$ cat config.mk
export PLATFORM = sky130hd
export DESIGN_NAME = ysyx_24070017_seq_ctrl
export DESIGN_NICKNAME = d
export VERILOG_FILES = /design/src/rtl/ysyx_24070017_pkg.sv /design/src/rtl/ysyx_24070017_Reg.sv /design/src/rtl/ysyx_24070017_wait_cnt.sv /design/src/rtl/ysyx_24070017_seq_ctrl.sv
export SDC_FILE = /design/constraint.sdc
export NUM_CORES = 1
export LEC_CHECK = 0
export BUFFER_PORTS_ARGS = -buffer_cell sky130_fd_sc_hd__buf_2
export CAP_MARGIN = 30
export CORE_ASPECT_RATIO = 1.25
export CORE_MARGIN = 1
export CORE_UTILIZATION = 41
export DETAILED_ROUTE_END_ITERATION = 12
export GPL_TIMING_DRIVEN = 0
export SETUP_SLACK_MARGIN = 0.15
export SYNTH_ARGS = -nofsm -noshare
export SYNTH_HDL_FRONTEND = slang
export SYNTH_HIERARCHICAL = 1
export SYNTH_SLANG_ARGS = --single-unit
$ cat constraint.sdc
create_clock -name clk -period 2.9 [get_ports clk]
set_clock_uncertainty 0.2 [all_clocks]
set_input_delay 0.29 -clock clk [delete_from_list [all_inputs] [get_ports clk]]
set_output_delay 0.29 -clock clk [all_outputs]
set_load 0.05 [all_outputs]
$ cat src/rtl/ysyx_24070017_pkg.sv
// Shared definitions for the NPC sequencer: opcodes, FSM state encoding, word width.
package ysyx_24070017_pkg;

  localparam int unsigned ysyx_24070017_WORD_LENGTH = 32;

  localparam logic [6:0] OPC_LUI    = 7'b0110111;
  localparam logic [6:0] OPC_AUIPC  = 7'b0010111;
  localparam logic [6:0] OPC_OP_IMM = 7'b0010011;
  localparam logic [6:0] OPC_OP     = 7'b0110011;
  localparam logic [6:0] OPC_JAL    = 7'b1101111;
  localparam logic [6:0] OPC_JALR   = 7'b1100111;
  localparam logic [6:0] OPC_BRANCH = 7'b1100011;
  localparam logic [6:0] OPC_LOAD   = 7'b0000011;
  localparam logic [6:0] OPC_STORE  = 7'b0100011;
  localparam logic [6:0] OPC_SYSTEM = 7'b1110011;

  localparam logic [2:0] F3_EBREAK = 3'b000;

  typedef enum logic [2:0] {
    StFetch,
    StWaitInst,
    StExec,
    StMemReq,
    StMemWait,
    StWb,
    StHalt,
    StError
  } state_e;

  // States that sit on a memory handshake and are subject to the timeout.
  function automatic logic is_wait_state(state_e s);
    return (s == StFetch) || (s == StWaitInst) || (s == StMemReq) || (s == StMemWait);
  endfunction

endpackage

$ cat src/rtl/ysyx_24070017_Reg.sv
// Generic enabled register with synchronous active-high reset.
module ysyx_24070017_Reg #(
  parameter int unsigned          WIDTH     = 1,
  parameter logic [WIDTH-1:0]     RESET_VAL = '0
) (
  input  logic             clk,
  input  logic             rst,
  input  logic [WIDTH-1:0] din,
  output logic [WIDTH-1:0] dout,
  input  logic             wen
);

  // Load din when enabled; reset wins.
  always_ff @(posedge clk) begin
    if (rst) begin
      dout <= RESET_VAL;
    end else if (wen) begin
      dout <= din;
    end
  end

endmodule

$ cat src/rtl/ysyx_24070017_wait_cnt.sv
// Handshake wait counter: counts cycles spent in one waiting state and flags
// the cycle on which the count would reach the limit.
module ysyx_24070017_wait_cnt #(
  parameter int unsigned WIDTH = 8,
  parameter int unsigned LIMIT = 255
) (
  input  logic clk,
  input  logic rst,
  input  logic clear,
  input  logic inc,
  output logic expired
);

  localparam logic [WIDTH:0] LimitW = (WIDTH + 1)'(LIMIT);

  logic [WIDTH-1:0] count_q;
  logic [WIDTH:0]   count_inc;

  assign count_inc = {1'b0, count_q} + {{WIDTH{1'b0}}, 1'b1};
  // A pending state change means the wait was satisfied this cycle.
  assign expired   = inc && !clear && (count_inc == LimitW);

  // Clear on state change, otherwise count while waiting.
  always_ff @(posedge clk) begin
    if (rst || clear) begin
      count_q <= '0;
    end else if (inc) begin
      count_q <= count_inc[WIDTH-1:0];
    end
  end

endmodule

$ cat src/rtl/ysyx_24070017_seq_ctrl.sv
// Multi-cycle sequencer for the NPC datapath. Owns PC/IR/RF write enables,
// instruction/data memory handshakes, halt/err reporting and instret.
// Optional handshake timeout: define YSYX_24070017_MEM_TIMEOUT_EN.
module ysyx_24070017_seq_ctrl
  import ysyx_24070017_pkg::*;
#(
  parameter int unsigned WORD_LENGTH    = 32,
  parameter int unsigned TIMEOUT_CYCLES = 255
) (
  input  logic        clk,
  input  logic        rst,
  input  logic [6:0]  opcode,
  input  logic [2:0]  funct3,
  output logic        imem_req_valid,
  input  logic        imem_req_ready,
  input  logic        imem_rsp_valid,
  output logic        dmem_req_valid,
  output logic        dmem_req_wen,
  input  logic        dmem_req_ready,
  input  logic        dmem_rsp_valid,
  output logic        ir_we,
  output logic        pc_we,
  output logic        rf_we,
  output logic [63:0] instret,
  output logic        halt,
  output logic        err
);

  logic [2:0]  state_raw;
  state_e      state_q, state_nxt, state_d;
  logic        mem_wen_q, mem_wen_d;
  logic [63:0] instret_q;
  logic        retire;
  logic        timeout;
  logic        unused_cfg;

  assign unused_cfg = (WORD_LENGTH == ysyx_24070017_WORD_LENGTH) ^ (TIMEOUT_CYCLES == 0);

  ysyx_24070017_Reg #(
    .WIDTH     (3),
    .RESET_VAL (StFetch)
  ) u_state_reg (
    .clk  (clk),
    .rst  (rst),
    .din  (state_d),
    .dout (state_raw),
    .wen  (1'b1)
  );

  assign state_q = state_e'(state_raw);

`ifdef YSYX_24070017_MEM_TIMEOUT_EN
  ysyx_24070017_wait_cnt #(
    .WIDTH (8),
    .LIMIT (TIMEOUT_CYCLES)
  ) u_wait_cnt (
    .clk     (clk),
    .rst     (rst),
    .clear   (state_nxt != state_q),
    .inc     (is_wait_state(state_q)),
    .expired (timeout)
  );
`else
  assign timeout = 1'b0;
`endif

  // Next-state and output decode; outputs are forced low during reset.
  always_comb begin
    state_nxt      = state_q;
    mem_wen_d      = mem_wen_q;
    imem_req_valid = 1'b0;
    dmem_req_valid = 1'b0;
    ir_we          = 1'b0;
    pc_we          = 1'b0;
    rf_we          = 1'b0;
    unique case (state_q)
      StFetch: begin
        imem_req_valid = 1'b1;
        if (imem_req_ready) state_nxt = StWaitInst;
      end
      StWaitInst: begin
        if (imem_rsp_valid) begin
          ir_we     = 1'b1;
          state_nxt = StExec;
        end
      end
      StExec: begin
        case (opcode)
          OPC_LUI, OPC_AUIPC, OPC_OP_IMM, OPC_OP, OPC_JAL, OPC_JALR: begin
            pc_we     = 1'b1;
            rf_we     = 1'b1;
            state_nxt = StFetch;
          end
          OPC_BRANCH: begin
            pc_we     = 1'b1;
            state_nxt = StFetch;
          end
          OPC_LOAD: begin
            mem_wen_d = 1'b0;
            state_nxt = StMemReq;
          end
          OPC_STORE: begin
            mem_wen_d = 1'b1;
            state_nxt = StMemReq;
          end
          OPC_SYSTEM: begin
            state_nxt = (funct3 == F3_EBREAK) ? StHalt : StError;
          end
          default: state_nxt = StError;
        endcase
      end
      StMemReq: begin
        dmem_req_valid = 1'b1;
        if (dmem_req_ready) state_nxt = StMemWait;
      end
      StMemWait: begin
        if (dmem_rsp_valid) state_nxt = StWb;
      end
      StWb: begin
        pc_we     = 1'b1;
        rf_we     = !mem_wen_q;
        state_nxt = StFetch;
      end
      StHalt:  state_nxt = StHalt;
      StError: state_nxt = StError;
      default: state_nxt = StError;
    endcase
    state_d = timeout ? StError : state_nxt;
    if (rst) begin
      imem_req_valid = 1'b0;
      dmem_req_valid = 1'b0;
      ir_we          = 1'b0;
      pc_we          = 1'b0;
      rf_we          = 1'b0;
    end
  end

  // ebreak retires without a PC write.
  assign retire = pc_we || ((state_q == StExec) && (state_d == StHalt));

  // Access direction and retired-instruction counter.
  always_ff @(posedge clk) begin
    if (rst) begin
      mem_wen_q <= 1'b0;
      instret_q <= '0;
    end else begin
      mem_wen_q <= mem_wen_d;
      if (retire) instret_q <= instret_q + 64'd1;
    end
  end

  assign dmem_req_wen = mem_wen_q;
  assign instret      = instret_q;
  assign halt         = (state_q == StHalt);
  assign err          = (state_q == StError);

endmodule

# Word-level counts from Yosys, hierarchy flattened
# Cells that the tools add are included.
# word_totals
regBits	68
out_inout_bits	72
wordCells	53
# classes
addsub	1
eq_ne	18
muxes	21
reduce_logical	10
# ops
op	n
$add 64x1->64 const B	1
$eq 7x7->1 const B	4
$pmux 3 s8	1
$eq 7x6->1 const B	3
$eq 3x3->1 const B	5
$eq 7x5->1 const B	2
$mux 1	12
$mux 3	4
$pmux 3 s3	1
$eq 7x2->1 const B	1
$reduce_or 7->1	1
$eq 3x2->1 const B	2
$logic_not 3->1	2
$pmux 1 s2	3
$reduce_or 6->1	1
$eq 3x1->1 const B	1
$reduce_and 2->1	1
$reduce_bool 2->1	1
$reduce_or 2->1	1
$logic_and 1x1->1	1
$logic_not 1->1	1
$logic_or 1x1->1	1

# Logic depth before layout (Yosys ltp)
# logic_depth
depth_word	7
mapped_depth	10
ltp_nobuf	7

# Modules after synthesis
# The synthesis kept the hierarchy.
# by_module_without_submodules
module	n_inst	cells_each	area_each_um2	seq_area_each_um2
ysyx_24070017_seq_ctrl	1	457	3637.2	1301.2
ysyx_24070017_Reg	1	9	101.3	60.1

# Least setup slack after synthesis
# OpenSTA, ideal clock, no wires.
# synth_path
kind	register to register
from	reg instret_q[7] (netlist: instret[7])
to	reg instret_q[56] (netlist: instret[56])
setup_time_ns	0.070
arrival_time_ns	2.569
t_required_ns	2.630
path_slack_ns	0.060
stages_incl_launch_ff	7
cell_sequence	dfxtp_1 nand4_1 nor4_1 nand4_1 or4_1 or3_1 a21oi_1
# synth_via
elab_chain_cells	1
# synth_rtl
item	line_no	source
from (decl)	ysyx_24070017_seq_ctrl.sv:32	logic [63:0] instret_q;
from (signal assigned)	ysyx_24070017_seq_ctrl.sv:148	if (retire) instret_q <= instret_q + 64'd1;
$add 64x1->64	ysyx_24070017_seq_ctrl.sv:148	
# No other way between the ends.
# A chain may end at the register's enable or synchronous reset.

# Worst setup path after layout
# layout_path
from	in opcode[5]
to	reg instret_q[28] (netlist: instret[28])
# layout_via
elab_chain_cells	7
word_cells_on_any_way	20
cone_classes	eq/ne (11); mux (5); reduce/logical (4)
# layout_rtl
item	line_no	source
from (decl)	ysyx_24070017_seq_ctrl.sv:12	input logic [6:0] opcode,
$eq 7x7->1, or another cell as far along	ysyx_24070017_seq_ctrl.sv:88	case (opcode)
$reduce_or 7->1 (no line) / $reduce_or 2->1 (equally long branches)	--	
$pmux 3 s3	ysyx_24070017_seq_ctrl.sv:88	
$pmux 3 s8	ysyx_24070017_seq_ctrl.sv:76	unique case (state_q)
$eq 3x3->1	ysyx_24070017_seq_ctrl.sv:139	assign retire = pc_we || ((state_q == StExec) && (state_d == StHalt));
$logic_and 1x1->1	ysyx_24070017_seq_ctrl.sv:139	
$logic_or 1x1->1 *	ysyx_24070017_seq_ctrl.sv:139	
# Every way passes the cells marked *; elsewhere a longest branch is shown, timed or not.

==> flow_metrics.py <==
metrics = {
    "worst_setup_path": {
        "endpoint_kind": "flip-flop",
        "slowest_stage": "dlygate4sd3_1",
        "cp_cell_sequence": "dlygate4sd3_1 -> buf_2 -> nand4b_1 -> a21oi_2 -> or3_4 -> o31a_1 -> buf_6 -> buf_6 -> or4_1 -> a21oi_2",
        "arrival_ns": 2.76,
        "max_stage_delay_ns": 0.53,
        "critPathLaunchType": "primary input",
        "path_class": "in -> reg",
        "cp.required_ns": 2.99,
        "worstPathMaxFanout": 10,
    },
    "detailed_routing": {
        "vias": 4213,
        "wl_microns": 11500,
        "drt_iter0_markers": 197,
        "wl_per_cell_microns": 16.4,
        "final_antenna_net_count": 0,
        "vias_per_cell": 6.04,
        "drtPass1Iterations": 4,
        "drcViolationCount": 0,
    },
    "synthesis": {
        "synth-edff-count": 0,
        "syn_area_per_cell_sq_um": 8.02,
        "synth_commonest_cells": "a21oi_1, dfxtp_1, or4_1",
        "synth.top_cell.area_share_pct": 36.4,
        "seq_area_frac_synth_pct": 36.4,
        "synthArstFlopShare_pct": 0,
        "ys_ff_latch": 68,
        "yosysWarnings": 6,
        "synth.largest_area_cell": "dfxtp_1",
        "ys.flop_type": "dfxtp_1",
        "synth_cells": 466,
        "synth_area_leaders": "dfxtp_1, or4_1, a21oi_1, o31ai_1, nand3_1",
        "synthDistinctLibCells": 36,
        "syn-cell-area_sq_mm": 0.00374,
    },
    "global_route": {
        "antenna_found_initial": 0,
        "grt_pass1_vias": 3740,
        "grt_use_total_pct": 24.7,
        "top_usage_layer": "met2",
        "met3_usage_pct": 5.15,
        "grt_max_degree": 13,
        "globalRouteMet1Util_pct": 30.5,
        "grt_pass1_wl_microns": 18100,
        "met2_usage_pct": 42.4,
        "grt_overflow": 0,
    },
    "cells_and_area": {
        "num_antenna_cells": 0,
        "syn2layout_area_growth_pct": 27.4,
        "drive_above_1_share_pct": 27.4,
        "num-nets-final": 589,
        "final_cells": 697,
    },
    "clock_network": {
        "cts_tree": "done",
        "clock_path_buffers": 2,
        "h-tree-depth": 3,
        "cts.clk_slew.worst_paths_ns": 0.07,
        "clock-sinks": 68,
        "clock_tree.root_cell": "clkbuf_8",
        "cts_buffers": 9,
        "clk_latency_ns": 0.37,
    },
    "placement": {
        "pre_cts_ws_ns": 0.0552,
        "dp_hpwl_microns": 8250,
        "gp_congestion": 0.774,
        "portBuffers": 87,
        "dp_cells": 675,
    },
    "sta": {
        "finalSetupTns_ns": 0,
        "setup_viol": 0,
        "hold_viol": 0,
        "slew_headroom_pct": 59.0,
        "rsz0062_at_grt": "false",
        "drv_slew": 0,
        "fmax_mhz": 375,
        "fin_crit_sh_pct": 92.0,
        "worst_pin_slew_ns": 0.616,
        "period_needed_ns": 2.67,
        "setup_slack_ns": 0.231,
    },
    "power": {
        "powerDensity_mw_per_mm2": 438,
        "p_comb_share_pct": 4.7,
        "swShare_pct": 21.9,
        "seqPwrFrac_pct": 45.0,
        "totalPowerFinal_uw": 2090,
        "p_switching_uw": 457,
        "p_leak_uw": 0.00171,
        "clock_power_share_pct": 50.3,
        "ir_drop_mv": 0.250,
        "internal-power_uw": 1630,
    },
    "status": {
        "outcome": "completed",
    },
    "die": {
        "die_h_microns": 109,
        "io_pins": 88,
        "core.rowCount": 38,
        "die_w_microns": 87.4,
        "die_area_sq_mm": 0.00951,
        "coreArea_sq_mm": 0.00875,
        "initial_utilization_pct": 42.7,
    },
    "run": {
        "max_cap_viol_count": 0,
    },
    "worst_hold_path": {
        "hold_class": "in -> reg",
    },
}
worst paths after layout:
kind         cells after the start  slack (ns)                        startpoint                                to
min reg2reg                      2        0.29          instret[63]$_SDFFE_PP0P_          instret[63]$_SDFFE_PP0P_
max reg2reg                      7        0.24  u_state_reg/dout[1]$_SDFFE_PP0P_          instret[28]$_SDFFE_PP0P_
min                              5        0.13                    imem_req_ready  u_state_reg/dout[0]$_SDFFE_PP0P_
max                             10        0.23                         opcode[5]          instret[28]$_SDFFE_PP0P_
layout make-up:
type	count	area, sq um
Clock buffer	10	128
Multi-Input combinational cell	357	2270
Buffer	35	193
Inverter	8	30.0
Sequential cell	68	1370
Tap cell	120	150
Timing Repair Buffer	93	485
Fill cell	909	3990
Clock inverter	6	136
stage by stage:
step | area [sq um] | utilization (%) | hold slack, ns
finish | 4760 | 54.4 | 0.130
global route | 4760 | 54.4 | 0.153
CTS | 4650 | 53.2 | 0.122
detailed placement | 4340 | 49.7 | 0.287
global placement | 4340 | 49.7 | 0.271
floorplan | 3760 | - | 0.162
cell usage in the layout (no fill, tap or decap), types with 6 or more instances in the layout:
cell / Yosys / layout
buf_2: 2 / 92
clkbuf_8: 0 / 9
buf_6: 6 / 6
dfxtp_2: 0 / 10
nand3_1: 29 / 26
inv_1: 7 / 7
o21ai_0: 19 / 19
and2_1: 7 / 7
o31ai_1: 45 / 37
clkbuf_2: 0 / 8
or3_1: 19 / 19
dfxtp_1: 68 / 58
and3_1: 7 / 6
nand4_1: 20 / 20
or4_1: 50 / 50
o31ai_2: 0 / 8
mux2i_1: 6 / 6
a21oi_1: 68 / 65
nor2_1: 15 / 15
clkbuf_1: 27 / 17
nand2_1: 30 / 30
and4_1: 12 / 11
power groups by stage:
stage	Clock [uW]	Sequential, uW	Combinational [uW]
floorplan	0	960	62.0
global placement	0	960	92.5
detailed placement	0	961	93.4
CTS	1060	939	95.5
global route	1110	939	108
finish	1050	939	98.0
metal layers:
metal / up-vias / routed length (microns)
li1: 2038 / -
met1: 2050 / 4980
met2: 103 / 5700
met3: 22 / 540
met4: 0 / 242
met5: - / 0
logic make-up (layout without fill, tap and decap cells):
family | after synthesis | after routing | share of synthesized area, %
mux | 6 | 6 | 1.61
xor+xnor | 1 | 1 | 0.234
buf+inv | 43 | 152 | 5.59
other cells | 1 | 3 | 0.100
simple gates | 211 | 211 | 34.3
compound gates | 135 | 135 | 21.4
flops | 68 | 68 | 36.4
fa+ha+maj | 1 | 1 | 0.335
registers in the layout, indices dropped and copies added (netlist names):
name,count
u_state_reg/dout,3
instret,64
dmem_req_wen,1
worst max-delay path, delay by kind of cell:
| family | cells | cell delay, ns |
|---|---|---|
| AOI/OAI and AO/OA | 3 | 0.51 |
| and+or+nand+nor | 3 | 1.02 |
| buffers and inverters | 4 | 0.95 |
timing repair:
action,CTS,global route
pin swaps,1,2
buffers inserted,2,2
endpoints found under the hold margin,4,0
cloned,0,0
resized for setup,7,31
hold buffers,2,0
setup endpoints to repair,37,62
(Power assumes the default switching activity.)
